==> config.mk <==
export PLATFORM = sky130hd
export DESIGN_NAME = uart_rx_fifo_flat
export DESIGN_NICKNAME = d
export VERILOG_FILES = /design/src/rtl/uart_rx_fifo_if.sv /design/src/rtl/uart_rx_fifo.sv /design/src/flat_wrapper.sv
export SDC_FILE = /design/constraint.sdc
export NUM_CORES = 1
export LEC_CHECK = 0
export CAP_MARGIN = 25
export CORE_MARGIN = 2
export CORE_UTILIZATION = 37
export DETAILED_ROUTE_END_ITERATION = 16
export PLACE_DENSITY = 0.54
export SLEW_MARGIN = 20
export SYNTH_ARGS = -nofsm -noshare
export SYNTH_HDL_FRONTEND = slang
export SYNTH_SLANG_ARGS = --single-unit
export TNS_END_PERCENT = 100
==> constraint.sdc <==
create_clock -name rxclk -period 6.95 [get_ports rxclk]
set_input_delay 1.0425 -clock rxclk [delete_from_list [all_inputs] [get_ports rxclk]]
set_output_delay 1.0425 -clock rxclk [all_outputs]
set_load 0.01 [all_outputs]
==> src/rtl/uart_rx_fifo_if.sv <==
// Interface between the UART receive buffer and its surroundings.
// Carries receiver unload handshake, host read port and status.
interface uart_rx_fifo_if #(
    parameter int ADDR_W = 4
);
    logic              unload_en;
    logic              flush;
    logic              rx_empty_i;
    logic [7:0]        rx_data_i;
    logic              uld_rx_data;
    logic              rd_en;
    logic [7:0]        rd_data;
    logic              fifo_empty;
    logic              fifo_full;
    logic [ADDR_W:0]   level;
    logic              stalled;

    modport master (
        output unload_en, flush, rx_empty_i, rx_data_i, rd_en,
        input  uld_rx_data, rd_data, fifo_empty, fifo_full,
        input  level, stalled
    );

    modport slave (
        input  unload_en, flush, rx_empty_i, rx_data_i, rd_en,
        output uld_rx_data, rd_data, fifo_empty, fifo_full,
        output level, stalled
    );
endinterface

==> src/rtl/uart_rx_fifo.sv <==
// Unloads bytes from the UART receiver into a first-word-fall-through
// FIFO, holding bytes in the receiver while the FIFO has no room.
module uart_rx_fifo #(
    parameter int DEPTH  = 16,
    parameter int ADDR_W = 4
) (
    input logic          reset,
    input logic          rxclk,
    uart_rx_fifo_if.slave bus
);

    typedef enum logic [1:0] {
        IDLE,
        UNLOAD,
        CAPTURE
    } state_t;

    localparam logic [ADDR_W+1:0] DEPTH_O = (ADDR_W + 2)'(DEPTH);
    localparam logic [ADDR_W:0]   DEPTH_L = (ADDR_W + 1)'(DEPTH);

    state_t              state;
    state_t              state_nxt;
    logic [7:0]          mem [DEPTH];
    logic [ADDR_W-1:0]   wr_ptr;
    logic [ADDR_W-1:0]   rd_ptr;
    logic [ADDR_W:0]     level;
    logic [ADDR_W+1:0]   occ;
    logic                inflight;
    logic                room;
    logic                pending;
    logic                start;
    logic                wr;
    logic                rd;
    logic                uld;
    logic                stalled;

    // Occupancy includes the byte already committed to by an unload.
    always_comb begin
        inflight = (state != IDLE);
        occ      = {1'b0, level} + {{(ADDR_W + 1){1'b0}}, inflight};
        room     = (occ < DEPTH_O);
        pending  = bus.unload_en & ~bus.rx_empty_i;
        wr       = (state == CAPTURE) & ~bus.flush;
        rd       = bus.rd_en & (level != '0) & ~bus.flush;
    end

    // State register of the unload sequencer.
    always_ff @(posedge rxclk or posedge reset) begin
        if (reset) state <= IDLE;
        else       state <= state_nxt;
    end

    // Next-state logic: one strobe, then one capture cycle per byte.
    always_comb begin
        state_nxt = state;
        start     = 1'b0;
        unique case (state)
            IDLE: begin
                if (pending && room && !bus.flush) begin
                    state_nxt = UNLOAD;
                    start     = 1'b1;
                end
            end
            UNLOAD:  state_nxt = CAPTURE;
            CAPTURE: state_nxt = IDLE;
            default: state_nxt = IDLE;
        endcase
        if (bus.flush) state_nxt = IDLE;
    end

    // Registered unload strobe, high only during UNLOAD.
    always_ff @(posedge rxclk or posedge reset) begin
        if (reset) uld <= 1'b0;
        else       uld <= start;
    end

    // Byte storage; contents need no reset.
    always_ff @(posedge rxclk) begin
        if (wr) mem[wr_ptr] <= bus.rx_data_i;
    end

    // Pointers and occupancy; flush overrides all traffic.
    always_ff @(posedge rxclk or posedge reset) begin
        if (reset) begin
            wr_ptr <= '0;
            rd_ptr <= '0;
            level  <= '0;
        end else if (bus.flush) begin
            wr_ptr <= '0;
            rd_ptr <= '0;
            level  <= '0;
        end else begin
            if (wr) wr_ptr <= wr_ptr + 1'b1;
            if (rd) rd_ptr <= rd_ptr + 1'b1;
            unique case ({wr, rd})
                2'b10:   level <= level + 1'b1;
                2'b01:   level <= level - 1'b1;
                default: level <= level;
            endcase
        end
    end

    // Sticky record that a byte had to wait for FIFO space.
    always_ff @(posedge rxclk or posedge reset) begin
        if (reset)                                stalled <= 1'b0;
        else if (bus.flush)                       stalled <= 1'b0;
        else if (state == IDLE && pending && !room) stalled <= 1'b1;
    end

    assign bus.uld_rx_data = uld;
    assign bus.rd_data     = mem[rd_ptr];
    assign bus.fifo_empty  = (level == '0);
    assign bus.fifo_full   = (level == DEPTH_L);
    assign bus.level       = level;
    assign bus.stalled     = stalled;

endmodule

==> src/flat_wrapper.sv <==
// flat-port wrapper written by rule: the top's interface ports become plain ports
module uart_rx_fifo_flat 
#(
    parameter int DEPTH  = 16,
    parameter int ADDR_W = 4
)
  (reset, rxclk, bus_unload_en, bus_flush, bus_rx_empty_i, bus_rx_data_i, bus_rd_en, bus_uld_rx_data, bus_rd_data, bus_fifo_empty, bus_fifo_full, bus_level, bus_stalled);
  uart_rx_fifo_if #(.ADDR_W(ADDR_W)) bus_i ();
  input logic reset;
  input logic rxclk;
  input wire logic [$bits(bus_i.unload_en)-1:0] bus_unload_en;
  input wire logic [$bits(bus_i.flush)-1:0] bus_flush;
  input wire logic [$bits(bus_i.rx_empty_i)-1:0] bus_rx_empty_i;
  input wire logic [$bits(bus_i.rx_data_i)-1:0] bus_rx_data_i;
  input wire logic [$bits(bus_i.rd_en)-1:0] bus_rd_en;
  output wire logic [$bits(bus_i.uld_rx_data)-1:0] bus_uld_rx_data;
  output wire logic [$bits(bus_i.rd_data)-1:0] bus_rd_data;
  output wire logic [$bits(bus_i.fifo_empty)-1:0] bus_fifo_empty;
  output wire logic [$bits(bus_i.fifo_full)-1:0] bus_fifo_full;
  output wire logic [$bits(bus_i.level)-1:0] bus_level;
  output wire logic [$bits(bus_i.stalled)-1:0] bus_stalled;
  assign bus_i.unload_en = bus_unload_en;
  assign bus_i.flush = bus_flush;
  assign bus_i.rx_empty_i = bus_rx_empty_i;
  assign bus_i.rx_data_i = bus_rx_data_i;
  assign bus_i.rd_en = bus_rd_en;
  assign bus_uld_rx_data = bus_i.uld_rx_data;
  assign bus_rd_data = bus_i.rd_data;
  assign bus_fifo_empty = bus_i.fifo_empty;
  assign bus_fifo_full = bus_i.fifo_full;
  assign bus_level = bus_i.level;
  assign bus_stalled = bus_i.stalled;
  uart_rx_fifo #(.DEPTH(DEPTH), .ADDR_W(ADDR_W)) u_core (.reset(reset), .rxclk(rxclk), .bus(bus_i));
endmodule
# [Yosys cells after proc, flatten, opt, wreduce, memory -nomap -nowiden]
# Memory sizes are Yosys's and may differ from the RTL's.
# Cells that the tools add are included.
[word_totals] ff_bits=17 mem_bits_rw=128 wordCells=54 memories=1
[classes] addsub=5 n_lt_le_gt_ge=1 n_eq_ne=6 muxes=15 bitwise=6 reduce_logical=14
[mem_list] name="u_core.mem" depth=16 word_bits=8 rd=1 rd_ports_with_merged_regs=0 wr=1 line_no="uart_rx_fifo.sv:23" source="logic [7:0] mem [DEPTH];"
[ops] cell="$mux 4" count=4
[ops] cell="$pmux 5 s2" count=1
[ops] cell="$add 4x1->4 const B" count=2
[ops] cell="$reduce_bool 2->1" count=4
[ops] cell="$add 5x1->6" count=1
[ops] cell="$lt 6x5->1 const B" count=1
[ops] cell="$mux 1" count=6
[ops] cell="$add 5x1->5 const B" count=1
[ops] cell="$eq 5x5->1 const B" count=1
[ops] cell="$logic_not 5->1" count=1
[ops] cell="$mux 5" count=1
[ops] cell="$reduce_bool 5->1" count=1
[ops] cell="$sub 5x1->5 const B" count=1
[ops] cell="$and 1x1->1" count=4
[ops] cell="$eq 2x1->1 const B" count=2
[ops] cell="$eq 2x2->1 const B" count=2
[ops] cell="$logic_and 1x1->1" count=4
[ops] cell="$mux 2" count=2
[ops] cell="$pmux 2 s2" count=1
[ops] cell="$ne 3x2->1 const B" count=1
[ops] cell="$reduce_bool 3->1" count=1
[ops] cell="$logic_not 1->1" count=2
[ops] cell="$logic_not 2->1" count=1
[ops] cell="$not 1->1" count=2

# [Longest topological paths before layout]
# Gate-level depths: netlist of run 1.
[depth] word_depth=8 ltp_mapped=10 mapped_depth_nobuf=9

# [Least setup slack after synthesis of run 1]
# No wires, ideal clock.
[synth_path] path_type="input port to flip-flop" from="input port bus_flush" to="register u_core.level[4] (netlist: u_core.bus.level[4])" setup_time_ps=94 t_arrival_ps=2817 required_ps=6856 path_slack_ps=4039 stages=7 cell_sequence="clkbuf_1 -> or3_1 -> fa_1 -> nor2b_1 -> o22a_1 -> mux2_2 -> a211oi_1"
[synth_between] elab_chain_cells=5 word_cells_on_any_way=8
[synth_lines] item="from (decl)" line_no="flat_wrapper.sv:12" source="input wire logic [$bits(bus_i.flush)-1:0] bus_flush;"
[synth_lines] item="$not 1->1" line_no="uart_rx_fifo.sv:43, uart_rx_fifo.sv:44"
[synth_lines] item="$and 1x1->1, on equally long branches" line_no="uart_rx_fifo.sv:44, uart_rx_fifo.sv:43"
[synth_lines] item="$eq 2x1->1 or $eq 2x2->1 (tied branches)" line_no="uart_rx_fifo.sv:95" source="unique case ({wr, rd})"
[synth_lines] item="$pmux 5 s2" line_no="uart_rx_fifo.sv:95"
[synth_lines] item="$mux 5" line_no="uart_rx_fifo.sv:88" source="end else if (bus.flush) begin"
[synth_lines] item="to (signal assigned)" line_no="uart_rx_fifo.sv:96" source="2'b10: level <= level + 1'b1;"
[synth_lines] item="to (signal assigned)" line_no="uart_rx_fifo.sv:97" source="2'b01: level <= level - 1'b1;"
[synth_lines] item="to (signal assigned)" line_no="uart_rx_fifo.sv:98" source="default: level <= level;"
[synth_lines] item="to (decl)" line_no="uart_rx_fifo.sv:26" source="logic [ADDR_W:0] level;"
# Parallel ways exist; a longest one is shown, timed or not.
# A chain may end at the register's enable or synchronous reset.

# [Worst setup path after layout of run 1]
[layout_path] from="register u_core.rd_ptr[0]" to="output port bus_rd_data[7]"
[layout_between] elab_chain_cells=1
[layout_lines] item="from (decl)" line_no="uart_rx_fifo.sv:25" source="logic [ADDR_W-1:0] rd_ptr;"
[layout_lines] item="from (signal assigned)" line_no="uart_rx_fifo.sv:94" source="if (rd) rd_ptr <= rd_ptr + 1'b1;"
[layout_lines] item="$mem_v2 16x8"
[layout_lines] item="to (decl)" line_no="flat_wrapper.sv:17" source="output wire logic [$bits(bus_i.rd_data)-1:0] bus_rd_data;"
# Every way passes these cells.

==> results of run 1 <==
cell type report:
type | count | share of cell area [%]
clock buffers | 19 | 6.176
clock inverters | 13 | 1.375
inverters | 8 | 0.4284
multi-input cells | 154 | 22.74
flip-flops and latches | 145 | 60.92
well taps | 216 | 3.856
repair buffers | 32 | 4.498
synth_stat cells (2+ instances only):
| cell | count |
|---|---|
| a211oi_1 | 2 |
| a21oi_1 | 3 |
| a22oi_1 | 16 |
| and2_1 | 18 |
| buf_1 | 2 |
| buf_2 | 5 |
| clkbuf_1 | 9 |
| dfrtp_1 | 17 |
| edfxtp_1 | 128 |
| ha_1 | 8 |
| inv_1 | 8 |
| mux4_2 | 32 |
| nand2_1 | 12 |
| nand4b_1 | 2 |
| nor2_1 | 14 |
| nor2b_1 | 7 |
| nor3b_1 | 2 |
| nor4_1 | 4 |
| nor4b_1 | 3 |
| o211ai_1 | 2 |
| o41ai_1 | 2 |
| xor2_1 | 5 |
power breakdown:
part           internal (mW)  leakage, nW  switching, mW
Clock                  0.483        0.254          0.337
Combinational          0.177        0.683          0.156
Sequential             0.962         1.38         0.0289
through the flow:
step / power (mW) / util, % / std cells / instance area, µm²
floorplan: 1.236 / - / 324 / 5971
global route: 2.237 / 44.28 / 587 / 7009
detailed placement: 1.346 / 40.94 / 555 / 6480
global placement: 1.346 / 40.94 / 555 / 6480
CTS: 2.173 / 44.28 / 587 / 7009
finish: 2.144 / 44.28 / 587 / 7009
cell usage in the layout (no fill, tap or decap), types with 2 or more instances in the layout:
cell	synthesis	final
edfxtp_1	128	128
mux4_2	32	32
clkdlybuf4s50_1	0	30
and2_1	18	18
clkbuf_16	0	17
a22oi_1	16	16
dfrtp_1	17	16
nor2_1	14	14
nand2_1	12	12
inv_1	8	8
ha_1	8	8
nor2b_1	7	7
xor2_1	5	5
clkinv_1	0	5
nor4_1	4	4
a21oi_1	3	3
nor4b_1	3	3
clkinv_2	0	3
o211ai_1	2	2
nor3b_1	2	2
nand4b_1	2	2
o41ai_1	2	2
a211oi_1	2	2
clkinv_4	0	2
clkinvlp_4	0	2
clkbuf_1	9	2
buf_4	0	2
flip-flops by register name (all words and copies together), names as in the netlist:
register                flops
u_core.rd_ptr               4
u_core.mem                128
u_core.bus.uld_rx_data      1
u_core.wr_ptr               4
u_core.state                2
u_core.bus.level            5
u_core.bus.stalled          1
routing by layer:
metal | share of wire [%] | vias up | routed length, µm | GRT usage [%]
met4 | 0.99 | 0 | 117 | 5.069
li1 | - | 1369 | - | -
met5 | 0 | - | 0 | 0
met1 | 47 | 1531 | 5485 | 19.86
met3 | 3.9 | 11 | 463 | 5.008
met2 | 48 | 67 | 5703 | 23.77
cells by family after synthesis:
family                     count (synthesis)
DFF                                      145
and+or+nand+nor                           70
muxes                                     35
AOI/OAI and AO/OA                         34
buffers and inverters                     25
adders and majority gates                  9
xor gates and xnor gates                   6
worst max-delay path, delay by kind of cell, from the launching register on:
kind	cells	cell delay [ps]
flops	1	570
mux	1	580
compound gates	1	290
buf+inv	2	1030
simple gates	1	120
how the worst min path moves through the flow:
stage / start / to / cells after the start
floorplan: u_core.state[1] / u_core.bus.uld_rx_data / 1
global placement: u_core.bus.stalled / u_core.bus.stalled / 2
detailed placement: u_core.bus.stalled / u_core.bus.stalled / 2
CTS: u_core.bus.stalled / u_core.bus.stalled / 2
global route: u_core.bus.stalled / u_core.bus.stalled / 2
finish: u_core.bus.stalled / u_core.bus.stalled / 2
==> impl_summary.log, run 1 <==
[metrics] die outline area: 0.01717 mm²
[metrics] combined flip-flop and latch cell area: 0.004270 mm²
[metrics] warning count from the yosys run: 0
[metrics] count of endpoints failing setup in the final report: 0
[metrics] maximum fanout encountered on the critical timing path: 26
[metrics] worst setup path endpoint: bus_rd_data[7]
[metrics] worst hold-check slack: 522.8 ps
[metrics] overall fraction of global-route tracks in use: 15.10%
[metrics] area of combinational cells with multiple inputs: 0.001594 mm²
[metrics] last weighted congestion value of the routability-driven placer: 0.8097
[metrics] Yosys top cell area share: 64.38%
[metrics] Post-CTS Setup Inserts: 0
[metrics] compound-gate portion of the synthesized area: 4.443%
[metrics] number of H-tree levels: 4
[metrics] total leakage power: 2.320 nW
[metrics] Clock Tree Buf Depth: 2
[metrics] net count after synthesis: 347
[metrics] Hold/Removal Path Class: flop to flop
[metrics] clock-pin slew reported for the worst setup and hold paths after clock tree synthesis: 50 ps
[metrics] max cap viols: 0
[metrics] hold buffer count at cts: 0
[metrics] largest family of logic cells by synthesized area: multiplexers
[metrics] mux contribution to synthesized area: 12.68%
[metrics] CTS buffer count: 17
[metrics] setup skew after layout: 8.546 ps
[metrics] critical path launch point: u_core.rd_ptr[0]
[metrics] vias in the first global route: 3108
[metrics] DIE WIDTH: 131.0 µm
[metrics] antenna violations before repair: 0
[metrics] total iterations of the first detailed-routing run: 4
[metrics] setup repair after global routing missed its margin: false
[metrics] Top-Level Pins: 31
[metrics] final hold vios: 0
[metrics] worst path cell trace: buf_4 -> mux4_2 -> a22oi_1 -> nand2_1 -> clkdlybuf4s50_1
[metrics] simple-gate share of the synthesized area: 6.685%
[metrics] sequential fraction of the synthesis area: 71.50%
[metrics] # DRC: 0
[metrics] total routed wirelength: 11.77 mm
[metrics] number of rows in the core area: 46
[metrics] Synth area leader: edfxtp_1
[metrics] Syn Std Cell Area: 0.005971 mm²
[metrics] Inserted Diodes: 0
[metrics] final-report max-slew violation count: 0
[metrics] clock tree root driver cell: clkbuf_16
[metrics] share of synthesized cell area in full adder, half adder and majority cells: 2.012%
[metrics] R2R setup slack: 4040 ps
[metrics] area delta synth->final: 17.39%
[metrics] routed via count: 2978
[metrics] Pwr Density: 305.9 mW/mm²
[metrics] starting density of the core: 37.72%
[metrics] slowest stage cell on the critical path: mux4_2
[metrics] synthesized netlist cell count: 324
[metrics] Post-Synth XOR/XNOR Area: 0.8801%
[metrics] clock insertion delay at the later pin of the skew report: 420 ps
[metrics] EDFF count, synth: 128
[metrics] Congestion Overflow GR: 0
[metrics] Resized Gates After CTS: 0
[metrics] Mean Syn Cell Area: 18.43 µm²
[metrics] TritonCTS clock tree: yes
[metrics] proportion of layout cells with a drive suffix above 1: 18.06%
[metrics] critical path endpoint category: output pin
[metrics] cell types with the largest area share after synthesis: edfxtp_1 (64%), mux4_2 (12%), dfrtp_1 (7.1%)
[metrics] fill count: 1397
[metrics] wire length per cell: 20.05 µm
[metrics] minimum clock period after layout: 4067 ps
[metrics] port bufs: 30
[metrics] peak supply drop: 183.1 µV
[metrics] sort of element at the start of the critical path: flop
[metrics] largest net degree at the start of global routing: 33
[metrics] worst flop-to-flop path endpoint: u_core.bus.level[4]
[metrics] Detail Placement HPWL: 7.485 mm
[metrics] asr flop ratio synth: 11.72%
[metrics] Worst R2R Path Depth: 9
[metrics] Crit Path Category: flop to output pin
[metrics] total clock sinks: 145
[metrics] Chip Height: 131.0 µm
[metrics] Core Box Area: 0.01583 mm²
[metrics] most frequently used flop master after synthesis: edfxtp_1
[metrics] largest stage delay on the critical path: 580 ps
[metrics] average via count per standard cell: 5.073
[metrics] maximum achievable frequency: 245.9 MHz
[metrics] wire length of the first global-routing pass: 18.20 mm
[metrics] worst rel slew slack: 41.14%
[metrics] Crit Reg-Reg Startpoint: u_core.bus.level[0]
[metrics] number of routed nets with antenna violations: 0
[metrics] flip-flop and latch count after synthesis: 145
[metrics] critical path arrival: 3020 ps
[metrics] result of the run: finished clean
[metrics] NumNets Final: 381
[metrics] slew at the pin with the worst max-slew slack: 870.7 ps
[metrics] least setup slack across all paths after layout: 2883 ps
[metrics] number of distinct library cells after synthesis: 45
[metrics] number of violations reported at the end of detailed-routing iteration 0: 242
[metrics] worst-case setup slack after placement: 3077 ps
[metrics] required time reported for the critical path endpoint: 5910 ps
[metrics] fraction of the cycle the final worst path needs: 58.52%
[metrics] total negative setup slack: 0 ps
(Power assumes the default switching activity.)
==> run 2: changes to the inputs <==
- clock period: 6.95 -> 4.1 ns (I/O delays scaled with it)
==> run 2 against run 1 <==
Effect of this change: cell count is 0.68% higher; core utilization is 0.36 points higher; final area up 0.80%; via count up 2.9%; clock power rose by 79%; critical path depth is the same; non-clock buffer count grew 4; first-iteration DRC count increased by 31%; global-route usage increased by 0.84 points; routed wire length increased by 6.4%; clock skew fell by 1.6 ps; critical endpoint is now bus_rd_data[4]; largest cell class unchanged.
==> impl_summary.log, run 2 (same netlist as run 1, synthesis figures left out) <==
[metrics] critical path endpoint category: output pin
[metrics] worst setup path endpoint: bus_rd_data[4]
[metrics] critical path arrival: 2840 ps
[metrics] most frequent standard cell in the layout excluding fill and tap cells: edfxtp_1
[metrics] wire length per cell: 21.20 µm
[metrics] Crit. path cell count: 5
[metrics] setup repair after global routing missed its margin: false
[metrics] total leakage power: 2.354 nW
[metrics] number of routed nets with antenna violations: 0
[metrics] hold buffer count at cts: 0
[metrics] slowest stage cell on the critical path: dfrtp_2
[metrics] last weighted congestion value of the routability-driven placer: 0.8299
[metrics] number of rows in the core area: 46
[metrics] Reg with most FFs: u_core.mem
[metrics] worst flop-to-flop path endpoint: u_core.bus.level[4]
[metrics] post-route met1 wirelength: 5.771 mm
[metrics] largest stage delay on the critical path: 760 ps
[metrics] clock insertion delay at the later pin of the skew report: 410 ps
[metrics] worst path cell trace: buf_4 -> mux4_2 -> a22oi_1 -> nand2_1 -> clkdlybuf4s50_1
[metrics] worst hold stages: 2
[metrics] minimum clock period after layout: 3459 ps
[metrics] setup skew after layout: 6.915 ps
[metrics] peak supply drop: 305.0 µV
[metrics] clock-pin slew reported for the worst setup and hold paths after clock tree synthesis: 60 ps
[metrics] fraction of the cycle the final worst path needs: 84.37%
[metrics] Crit Path Category: flop to output pin
[metrics] overall fraction of global-route tracks in use: 15.94%
[metrics] Crit Reg-Reg Startpoint: u_core.bus.level[3]
[metrics] Top-Level Pins: 31
[metrics] # DRC: 0
[metrics] largest net degree at the start of global routing: 25
[metrics] sort of element at the start of the critical path: flop
[metrics] Resized Gates After CTS: 0
[metrics] uppermost layer routed: met4
[metrics] total routed wirelength: 12.53 mm
[metrics] final-report max-slew violation count: 0
[metrics] routed via count: 3064
[metrics] number of H-tree levels: 4
[metrics] port bufs: 30
[metrics] Detail Placement HPWL: 7.828 mm
[metrics] worst path buffer plus inverter count: 2
[metrics] Worst R2R Path Depth: 9
[metrics] NumNets Final: 385
[metrics] Power Total: 3.719 mW
[metrics] Core Box Area: 0.01583 mm²
[metrics] proportion of layout cells with a drive suffix above 1: 18.93%
[metrics] required time reported for the critical path endpoint: 3480 ps
[metrics] starting density of the core: 37.72%
[metrics] worst hold-check slack: 505.7 ps
[metrics] Chip Height: 131.0 µm
[metrics] TritonCTS clock tree: yes
[metrics] cell family with most CP delay: buffers and inverters
[metrics] final hold vios: 0
[metrics] wire length of the first global-routing pass: 19.18 mm
[metrics] CTS buffer count: 17
[metrics] total negative setup slack: 0 ps
[metrics] critical path launch point: u_core.rd_ptr[0]
[metrics] R2R setup slack: 1170 ps
[metrics] slew at the pin with the worst max-slew slack: 855.2 ps
[metrics] max cap viols: 0
[metrics] Pwr Density: 526.3 mW/mm²
[metrics] area delta synth->final: 18.34%
[metrics] clock tree root driver cell: clkbuf_16
[metrics] Clock Tree Buf Depth: 2
[metrics] met3 wire length: 387 µm
[metrics] largest registers in the final layout: u_core.mem x128, u_core.bus.level x5
[metrics] number of violations reported at the end of detailed-routing iteration 0: 318
[metrics] maximum achievable frequency: 289.1 MHz
[metrics] total clock sinks: 145
[metrics] post-route non-filler standard cell count: 591
[metrics] die outline area: 0.01717 mm²
[metrics] DIE WIDTH: 131.0 µm
[metrics] max reg flops: 128
[metrics] maximum fanout encountered on the critical timing path: 18
[metrics] vias in the first global route: 3220
[metrics] commonest cells after routing, fill and taps aside: edfxtp_1 (128), mux4_2 (32), clkdlybuf4s50_1 (30)
[metrics] Congestion Overflow GR: 0
[metrics] Hold/Removal Path Class: flop to flop
[metrics] count of endpoints failing setup in the final report: 0
[metrics] Post-CTS Setup Inserts: 0
[metrics] average via count per standard cell: 5.184
[metrics] Inserted Diodes: 0
[metrics] detailed-routed wire length on met2: 6.258 mm
[metrics] antenna violations before repair: 0
[metrics] total iterations of the first detailed-routing run: 4
[metrics] worst rel slew slack: 42.87%
[metrics] placed insts: 559
[metrics] result of the run: finished clean
[run 2: per-layer routing]
layer	GRT usage, %	vias to the layer above
li1	-	1376
met1	20.23	1609
met3	4.682	10
met4	4.506	0
met5	0	-
met2	26.76	69
[run 2: worst min-delay path by stage]
stage                            start                      to
floorplan              u_core.state[1]  u_core.bus.uld_rx_data
global placement    u_core.bus.stalled      u_core.bus.stalled
detailed placement  u_core.bus.stalled      u_core.bus.stalled
CTS                 u_core.bus.stalled      u_core.bus.stalled
global route        u_core.bus.stalled      u_core.bus.stalled
finish              u_core.bus.stalled      u_core.bus.stalled
[run 2: area by class of cell]
cell class	count	area, µm²
Clock buffer	22	444.2
Clock inverter	10	111.4
Fill cell	1372	8762
Inverter	8	30.03
Multi-Input combinational cell	154	1594
Sequential cell	145	4270
Tap cell	216	270.3
Timing Repair Buffer	36	345.3
[run 2: worst min-delay path, cell delays in order (launching register included)]
cell and delay [ps]:
dfrtp_1 340, a41oi_1 50, nor2_1 80
[run 2: report_power, final]
group	switching, mW	internal, mW
logic	0.252	0.310
clock network	0.573	0.893
registers	0.0608	1.63
total	0.886	2.83
[run 2: per-stage QoR]
| step | util [%] | area [µm²] | worst slack, ps |
|---|---|---|---|
| 5_1_grt | 44.64 | 7066 | 422.6 |
| 6_report | 44.64 | 7066 | 640.7 |
| 2_1_floorplan | - | 5971 | 1339 |
| 4_1_cts | 44.64 | 7066 | 560.8 |
| 3_3_place_gp | 41.13 | 6510 | 933.4 |
| 3_5_place_dp | 41.13 | 6510 | 871.9 |
